## src/rtl/mod_n_down_counter_pkg.sv

```systemverilog
// Shared defaults and helpers for the modulo-N counter family (up and down variants).
package mod_n_down_counter_pkg;

  localparam int DEF_MODULUS = 7;

  function automatic int clog2(input int value);
    int r;
    int v;
    r = 0;
    v = value - 1;
    while (v > 0) begin
      r++;
      v = v >> 1;
    end
    return r;
  endfunction

  localparam int DEF_WIDTH = clog2(DEF_MODULUS);

  // Value a down counter reloads to after passing zero.
  function automatic int reload_value(input int modulus);
    return modulus - 1;
  endfunction

endpackage

```

## src/rtl/mod_n_down_counter_t_ff_ld.sv

```systemverilog
// One counter bit: T flip-flop with synchronous parallel load and asynchronous reset to rst_val.
module t_ff_ld (
  input  logic clk,
  input  logic rst,
  input  logic rst_val,
  input  logic t,
  input  logic ld,
  input  logic d,
  output logic q
);

  always_ff @(posedge clk or posedge rst) begin
    if (rst) begin
      q <= rst_val;
    end else if (ld) begin
      q <= d;
    end else if (t) begin
      q <= ~q;
    end
  end

endmodule

```

## src/rtl/mod_n_down_counter.sv

```systemverilog
// Modulo-N down counter built from T flip-flops; cascadable through en / borrow_out.
module mod_n_down_counter
  import mod_n_down_counter_pkg::*;
#(
  parameter int WIDTH   = DEF_WIDTH,
  parameter int MODULUS = DEF_MODULUS
) (
  input  logic             clk,
  input  logic             rst,
  input  logic             en,
  input  logic             load,
  input  logic [WIDTH-1:0] load_val,
  output logic [WIDTH-1:0] count,
  output logic             zero,
  output logic             borrow_out,
  output logic             wrap,
  output logic             load_err
);

  localparam logic [WIDTH-1:0] RELOAD = WIDTH'(reload_value(MODULUS));

  logic             in_range;
  logic             ld_all;
  logic [WIDTH-1:0] d_val;
  logic [WIDTH-1:0] t_vec;

  // Widen by one bit so MODULUS == 2**WIDTH compares correctly (always in range).
  assign in_range   = ({1'b0, load_val} < (WIDTH + 1)'(MODULUS));
  assign zero       = (count == '0);
  assign borrow_out = en & zero;

  // The reload path replaces the 0 -> all-ones toggle so non-power-of-2 moduli wrap to MODULUS-1.
  assign ld_all = load | (en & zero);
  assign d_val  = (load && in_range) ? load_val : RELOAD;

  for (genvar i = 0; i < WIDTH; i++) begin : g_bit
    if (i == 0) begin : g_lsb
      assign t_vec[i] = en;
    end else begin : g_upper
      assign t_vec[i] = en & ~(|count[i-1:0]);
    end

    t_ff_ld u_bit (
      .clk     (clk),
      .rst     (rst),
      .rst_val (RELOAD[i]),
      .t       (t_vec[i]),
      .ld      (ld_all),
      .d       (d_val[i]),
      .q       (count[i])
    );
  end

  always_ff @(posedge clk or posedge rst) begin
    if (rst) begin
      wrap     <= 1'b0;
      load_err <= 1'b0;
    end else begin
      wrap <= ~load & en & zero;
      if (load) begin
        load_err <= ~in_range;
      end
    end
  end

endmodule

```

## config.mk

```make
export PLATFORM = sky130hd
export DESIGN_NAME = mod_n_down_counter
export DESIGN_NICKNAME = d
export VERILOG_FILES = /design/src/rtl/mod_n_down_counter_pkg.sv /design/src/rtl/mod_n_down_counter_t_ff_ld.sv /design/src/rtl/mod_n_down_counter.sv
export SDC_FILE = /design/constraint.sdc
export NUM_CORES = 1
export LEC_CHECK = 0
export ABC_AREA = 0
export BUFFER_PORTS_ARGS = -buffer_cell sky130_fd_sc_hd__buf_2
export CELL_PAD_IN_SITES_DETAIL_PLACEMENT = 1
export CELL_PAD_IN_SITES_GLOBAL_PLACEMENT = 2
export CORE_AREA = 2 2 39 41
export DETAILED_ROUTE_END_ITERATION = 10
export DIE_AREA = 0 0 41 43
export PLACE_DENSITY_LB_ADDON = 0.2
export SLEW_MARGIN = 10
export SYNTH_ARGS = -nofsm -noshare
export SYNTH_HDL_FRONTEND = slang
export SYNTH_SLANG_ARGS = --single-unit
```

## constraint.sdc

```tcl
create_clock -name clk -period 1.3 [get_ports clk]
set_input_delay 0.13 -clock clk [delete_from_list [all_inputs] [get_ports clk]]
set_output_delay 0.13 -clock clk [all_outputs]
set_load 0.05 [all_outputs]
```

==> results of run 1 <==
==> kinds of logic after synthesis <==
family	synth area share
AO/OA/AOI/OAI	0.115
flip-flops	0.470
XOR/XNOR	0.0323
buffers and inverters	0.124
AND/OR/NAND/NOR	0.258
==> cell usage after synthesis <==
library cell | instances | area, sq um
sky130_fd_sc_hd__buf_4 | 3 | 22.5
sky130_fd_sc_hd__dfrtp_1 | 3 | 75.1
sky130_fd_sc_hd__nand2_1 | 3 | 11.3
sky130_fd_sc_hd__nor2b_1 | 3 | 18.8
sky130_fd_sc_hd__dfstp_2 | 2 | 52.6
sky130_fd_sc_hd__inv_1 | 2 | 7.51
sky130_fd_sc_hd__nor2_1 | 2 | 7.51
sky130_fd_sc_hd__o21ai_1 | 2 | 10.0
sky130_fd_sc_hd__a21oi_1 | 1 | 5.00
sky130_fd_sc_hd__a221o_1 | 1 | 10.0
sky130_fd_sc_hd__clkbuf_1 | 1 | 3.75
sky130_fd_sc_hd__nand3_1 | 1 | 5.00
sky130_fd_sc_hd__nor3_2 | 1 | 10.0
sky130_fd_sc_hd__o22ai_1 | 1 | 6.26
sky130_fd_sc_hd__or2_1 | 1 | 6.26
sky130_fd_sc_hd__or3b_4 | 1 | 11.3
sky130_fd_sc_hd__xnor2_1 | 1 | 8.76
==> how the worst max path moves through the flow <==
stage | end | start | slack [ns]
after global placement | borrow_out | g_bit[1].u_bit.q | 0.07
after global routing | borrow_out | g_bit[0].u_bit.q | -0.16
final | borrow_out | g_bit[0].u_bit.q | -0.11
after detailed placement | borrow_out | g_bit[1].u_bit.q | 0.05
after floorplan | borrow_out | g_bit[0].u_bit.q | -0.05
after CTS | borrow_out | g_bit[1].u_bit.q | -0.14
==> metal layers <==
layer  vias up  track usage  share of wire  wire length [um]
li1        125            -              -                 -
met1       116       0.0951           0.39               251
met2         8        0.138           0.54               348
met3         0       0.0471          0.064                41
met4         0       0.0800              0                 0
met5         -            0              0                 0
==> sequential cells by signal, summed over array words and instances, names as in the netlist <==
| register | count |
|---|---|
| load_err | 1 |
| wrap | 1 |
| g_bit.u_bit.q | 3 |
==> timing repair <==
action,CTS,global route
hold buffers,1,0
setup buffers,1,1
resized for setup,3,4
hold endpoints to repair,3,0
pin swaps,1,1
setup endpoints to repair,2,2
==> per-stage QoR <==
| step | cells | total power [mW] |
|---|---|---|
| 3_5_place_dp | 55 | 0.385 |
| 5_1_grt | 62 | 0.633 |
| 6_report | 62 | 0.590 |
| 2_1_floorplan | 29 | 0.352 |
| 4_1_cts | 61 | 0.584 |
| 3_3_place_gp | 55 | 0.382 |
==> report_power, final <==
group          switching, mW  internal (mW)
sequential            0.0119          0.179
combinational          0.142         0.0832
clock                 0.0588          0.116
total                  0.212          0.378
==> worst max-delay path, stage by stage (launching register included) <==
cell	delay [ns]
sky130_fd_sc_hd__dfrtp_1	0.37
sky130_fd_sc_hd__or3b_4	0.42
sky130_fd_sc_hd__nor2_4	0.10
sky130_fd_sc_hd__buf_8	0.15
==> final cells by class <==
cell class              instances  area share
inverters                       2      0.0180
well taps                      16      0.0479
repair buffers                 17       0.272
clock buffers                   4      0.0629
flip-flops and latches          5       0.305
multi-input cells              18       0.293
==> reports/metrics.sh, run 1 <==
FIN_SETUP_TNS_NS=-0.105
CRIT_PATH_END_KIND='output pin'
WORST_HOLD_LAUNCH='load_val[1]'
FIN_NETS=54
TRACK_USAGE=0.0949
SYN-CELL-AREA_SQ_UM=272
FINAL_SETUP_VIOLATIONS=1
DIE_H_UM=43
VIAS_IN_THE_FIRST_GLOBAL_ROUTE=262
DRT.ANTENNA.VIOLATING_NETS=0
ANTENNA_FOUND_INITIAL=0
TIMING.HOLD.WS_NS=0.116
SYN-MEAN-INSTANCE-AREA_SQ_UM=9.36
POSTPLACECELLAREA_SQ_UM=343
HOLD-PATH-CELL-COUNT=3
FIN_CRIT_NS=1.41
TIMING.HOLD.WORST_ENDPOINT='g_bit[1].u_bit.q'
MAX_SLEW.WORST_PIN.SLEW_NS=0.250
FF2FF_PATH_DEPTH=3
POWER.IR.VDD_WORST_uV=330
CTS_ROOT_BUF='sky130_fd_sc_hd__clkbuf_4'
PLACEABLECOREAREA_SQ_UM=1380
WORSTHOLDPATHTYPE='in2reg'
CTS.SINKS=5
LAYOUT.FILLER_CELLS=170
WIRE_PER_INST_UM=10.3
MAXCLOCKFREQUENCY_MHz=712
SYNTH_CELLS=29
LAYOUT_COMMONEST_CELL='sky130_fd_sc_hd__buf_2'
CRITICAL_PATH_ARRIVAL_NS=1.28
DRT_PASS1_ITERATIONS=1
TIMING.CRITICAL_PATH.REQUIRED_NS=1.17
VIA_COUNT=249
SETUP.WORST_PATH.CLASS='reg2out'
WORSTREG2REGEND='g_bit[2].u_bit.q'
FINAL_CORE_UTILIZATION=0.302
START_KIND='flop'
CTS.CLK_SLEW.WORST_PATHS_NS=0.04
PLACE.PORT_BUFFERS=13
MAXCAPVIOLCOUNT=0
HPWL_UM=525
SYNTH-WARNING-COUNT=0
LAYOUT.CELL_AREA.NON_FILLER_SQ_UM=418
OVERFLOW=0
DIEWIDTH_UM=41
POWER.DENSITY_nW_PER_UM2=1410
HOLD_VIOL=0
DP_SLACK_NS=0.0492
DIE_AREA_SQ_UM=1760
DETAIL_ROUTE.DRC_VIOLATIONS=0
MIN_PERIOD_OVER_PERIOD=1.08
SEQ_AREA_SQ_UM=128
ROUTED_WIRELENGTH_UM=640
IOS=14
YOSYSSEQAREASHARE=0.470
CRIT_PATH_MAX_FANOUT=2
CTS_HTREE_LEVELS=1
AREA.GROWTH.SYNTH_TO_FINAL_PCT=53.9
GRT_START_MAX_NET_PINS=10
DRV_SLEW=0
SYN-NUM-NETS=36
VIOLATIONS='negative setup slack'
DRT_FIRST_ITER_VIOLATIONS=0
REG2REG_SLACK_NS=0
SYNTH.DISTINCT_CELLS=17
DRT-VIAS-PER-INSTANCE=4.02
START_UTIL=0.196
GRT_PASS1_WL_MM=1.01
R2R_START='g_bit[0].u_bit.q'
CTS_BUFFERS=3
LAYOUT-DRIVE-GT1-SHARE=0.565
CLOCK_TREE.BUFFER_DEPTH=2
SKEW_PAIR_LATE_INSERTION_DELAY_NS=0.24
TIMING.MAX_SLEW.REL_SLACK=0.834
GP_CONGESTION=0.606
CTS_TREE='done'
MULTI_INPUT_GATE_AREA_SQ_UM=123
STD_CELL_ROWS=14
ANTENNA-DIODE-COUNT=0
OUTCOME='complete, but fails checks'
POWER.STATIC_LEAKAGE_nW=0.201
RSZ0062_AT_GRT='true'
FIN_SKEW_NS=0.00163
FINAL.SETUP.WORST_SLACK_NS=-0.105
POSTSYNTHREGISTERBITS=5
Power figures use the tool's default switching activity.
==> run 2, diff against run 1 <==
--- a/config.mk
+++ b/config.mk
@@ -13,4 +13,5 @@
 export DETAILED_ROUTE_END_ITERATION = 10
 export DIE_AREA = 0 0 41 43
+export GPL_TIMING_DRIVEN = 1
 export PLACE_DENSITY_LB_ADDON = 0.2
 export SLEW_MARGIN = 10
==> constraint.sdc (replaced) <==
create_clock -name clk -period 1.3 [get_ports clk]
set_input_delay 0.195 -clock clk [delete_from_list [all_inputs] [get_ports clk]]
set_output_delay 0.195 -clock clk [all_outputs]
set_load 0.05 [all_outputs]
==> run 2 against run 1 <==
Critical path depth stayed put; largest cell class unchanged; largest power group unchanged; highest routed layer unchanged; global-route usage grew 0.20 points; via count grew 0.40%; register-to-register slack is essentially flat; worst setup slack got worse by 0.052 ns; the flow still finishes with violations (negative setup slack); clock power grew 3%; clock skew about the same; non-clock buffer count unchanged.
==> reports/metrics.sh, run 2 (synthesis results as in run 1) <==
R2R_START='g_bit[1].u_bit.q'
DETAIL_ROUTE.DRC_VIOLATIONS=0  # unchanged
START_UTIL=0.196  # unchanged
FIN_SETUP_TNS_NS=-0.276  # -0.171 ns
TIMING.CRITICAL_PATH.MAX_DELAY_FAMILY='simple AND/OR/NAND/NOR gates'
WORST_HOLD_LAUNCH='load_val[1]'
MET1_USAGE=0.105  # +0.00984
FIN_SKEW_NS=0.00151  # -0.000127 ns
BIGGESTREGSBYFLOPS='g_bit.u_bit.q x3, load_err x1, wrap x1'
CRIT_PATH_END_KIND='output pin'
MOST_FLOPS_REGISTER='g_bit.u_bit.q'
FIN_CRIT_NS=1.46  # +0.0523 ns
STD_CELL_ROWS=14  # unchanged
CTS_ROOT_BUF='sky130_fd_sc_hd__clkbuf_4'
LAYOUT.CELLS.NON_FILLER=62  # unchanged
FINAL.SETUP.WORST_SLACK_NS=-0.157  # -0.0523 ns
WIRE_PER_INST_UM=11.1  # +7.5%
PLACEABLECOREAREA_SQ_UM=1380  # unchanged
DRT-VIAS-PER-INSTANCE=4.03  # +0.40%
POWER.STATIC_LEAKAGE_nW=0.204  # +1.4%
WORSTPATHCELLLIST='or3b_4 > nor2_4 > buf_6'
GLOBALROUTEMET2UTIL=0.144  # +0.00625
CTS.CLK_SLEW.WORST_PATHS_NS=0.04  # about the same
CRIT_PATH_MAX_FANOUT=2  # unchanged
LAYOUT-DRIVE-GT1-SHARE=0.565  # unchanged
ANTENNA-DIODE-COUNT=0  # unchanged
IOS=14  # unchanged
FINAL_CORE_UTILIZATION=0.312  # +0.00995
ROUTED_WIRELENGTH_UM=688  # +7.5%
MIN_PERIOD_OVER_PERIOD=1.12  # +0.0402
POWER.IR.VDD_WORST_uV=292  # -11%
POST-CTS-SETUP-BUFFER-COUNT=0  # -1
DIE_AREA_SQ_UM=1760  # unchanged
HPWL_UM=549  # +4.7%
AREA.GROWTH.SYNTH_TO_FINAL_PCT=59.0
LAYOUT_COMMONEST_CELL='sky130_fd_sc_hd__buf_2'
PLACE.PORT_BUFFERS=13  # unchanged
MAXCAPVIOLCOUNT=0  # unchanged
CTS_HTREE_LEVELS=1  # unchanged
MAX_STAGE_DELAY_NS=0.41  # about the same
DP.CELLS=57  # +3.6%
TIMING.HOLD.WS_NS=0.191  # +0.0751 ns
ANTENNA_FOUND_INITIAL=0  # unchanged
SETUP.WORST_PATH.CLASS='reg2out'
RSZ0062_AT_GRT='true'
DIEWIDTH_UM=41  # unchanged
DRT_FIRST_ITER_VIOLATIONS=0  # unchanged
TIMING.CRITICAL_PATH.REQUIRED_NS=1.11  # -0.06 ns
FF2FF_PATH_DEPTH=3  # unchanged
MOSTFREQUENTLAYOUTCELLS='sky130_fd_sc_hd__buf_2, sky130_fd_sc_hd__buf_4'
WORST-PATH-BUF-INV=1  # unchanged
GP_CONGESTION=0.642  # +6.0%
FIN_NETS=54  # unchanged
HOLD_VIOL=0  # unchanged
DP_SLACK_NS=0.0204  # -0.0287 ns
MAX_FFS_PER_REGISTER=3  # unchanged
DRT_PASS1_ITERATIONS=1  # unchanged
DRT.ANTENNA.VIOLATING_NETS=0  # unchanged
WORSTHOLDPATHTYPE='in2reg'
GRT_PASS1_WL_MM=1.09  # +8.2%
DIE_H_UM=43  # unchanged
CTS_TREE='done'
POWER.DENSITY_nW_PER_UM2=1420  # +0.80%
OVERFLOW=0  # unchanged
TRACK_USAGE=0.0970  # +0.00202
MAX_SLEW.WORST_PIN.SLEW_NS=0.249  # -0.000793 ns
VIAS_IN_THE_FIRST_GLOBAL_ROUTE=255  # -2.7%
CLOCK_TREE.BUFFER_DEPTH=2  # unchanged
CRITICAL_PATH_ARRIVAL_NS=1.26  # -0.02 ns
VIA_COUNT=250  # +0.40%
REG2REG_SLACK_NS=0.01  # about the same
CTS.SINKS=5  # unchanged
SKEW_PAIR_LATE_INSERTION_DELAY_NS=0.24  # about the same
WORSTREG2REGEND='g_bit[2].u_bit.q'
FINAL_SETUP_VIOLATIONS=2  # +1
TIMING.MAX_SLEW.REL_SLACK=0.835  # about the same
OUTCOME='complete, but fails checks'
MAXCLOCKFREQUENCY_MHz=686  # -3.6%
GRT_USE_MET3=0.0314  # -0.0157
TOP_USAGE_LAYER='met2'
DRV_SLEW=0  # unchanged
TIMING.HOLD.WORST_ENDPOINT='g_bit[1].u_bit.q'
HOLD-PATH-CELL-COUNT=3  # unchanged
VIOLATIONS='negative setup slack'
GRT_START_MAX_NET_PINS=10  # unchanged
CTS_BUFFERS=3  # unchanged
CRIT_PATH_TOP_DELAY_CELL='sky130_fd_sc_hd__or3b_4'
START_KIND='flop'
==> run 2: worst register-to-register path, cell delays in order, from the launching register on <==
cell and delay, ns:
sky130_fd_sc_hd__dfstp_2 0.37, sky130_fd_sc_hd__or3b_4 0.41, sky130_fd_sc_hd__buf_4 0.15, sky130_fd_sc_hd__a221o_1 0.28
==> run 2: per-layer routing <==
layer	share of wire	vias to the layer above
li1	-	127
met1	0.38	113
met2	0.54	10
met3	0.077	0
met4	0	0
met5	0	-
==> run 2: where the power goes <==
part | leakage, nW | internal (mW) | switching (mW)
sequential | 0.0607 | 0.179 | 0.0150
combinational | 0.129 | 0.0957 | 0.144
clock | 0.0150 | 0.116 | 0.0647
==> run 2: layout make-up <==
cell class                 instances  area (sq um)
clock buffer                       4          26.3
tap                               16          20.0
sequential                         5           128
fill                             169           952
multi-input combinational         18           128
inverter                           2          7.51
timing repair buffer              17           123
==> run 2: worst max path at each step <==
stage	start	endpoint	slack, ns	cells past startpoint
final	g_bit[1].u_bit.q	borrow_out	-0.16	3
after detailed placement	g_bit[1].u_bit.q	borrow_out	0.02	3
after global placement	g_bit[0].u_bit.q	borrow_out	0.03	3
after floorplan	g_bit[0].u_bit.q	borrow_out	-0.11	2
after global routing	g_bit[0].u_bit.q	borrow_out	-0.20	3
after CTS	g_bit[1].u_bit.q	borrow_out	-0.17	3
==> run 2: what timing repair did <==
action,CTS,global route
endpoints found under the hold margin,3,0
pin swaps,0,2
hold buffers,1,0
gates resized for setup,9,2
endpoints found under the setup margin,4,4
==> run 2: through the flow <==
stage               area [sq um]  total power, mW
floorplan                    277            0.352
global placement             358            0.392
finish                       432            0.614
detailed placement           358            0.397
global route                 432            0.656
CTS                          424            0.619
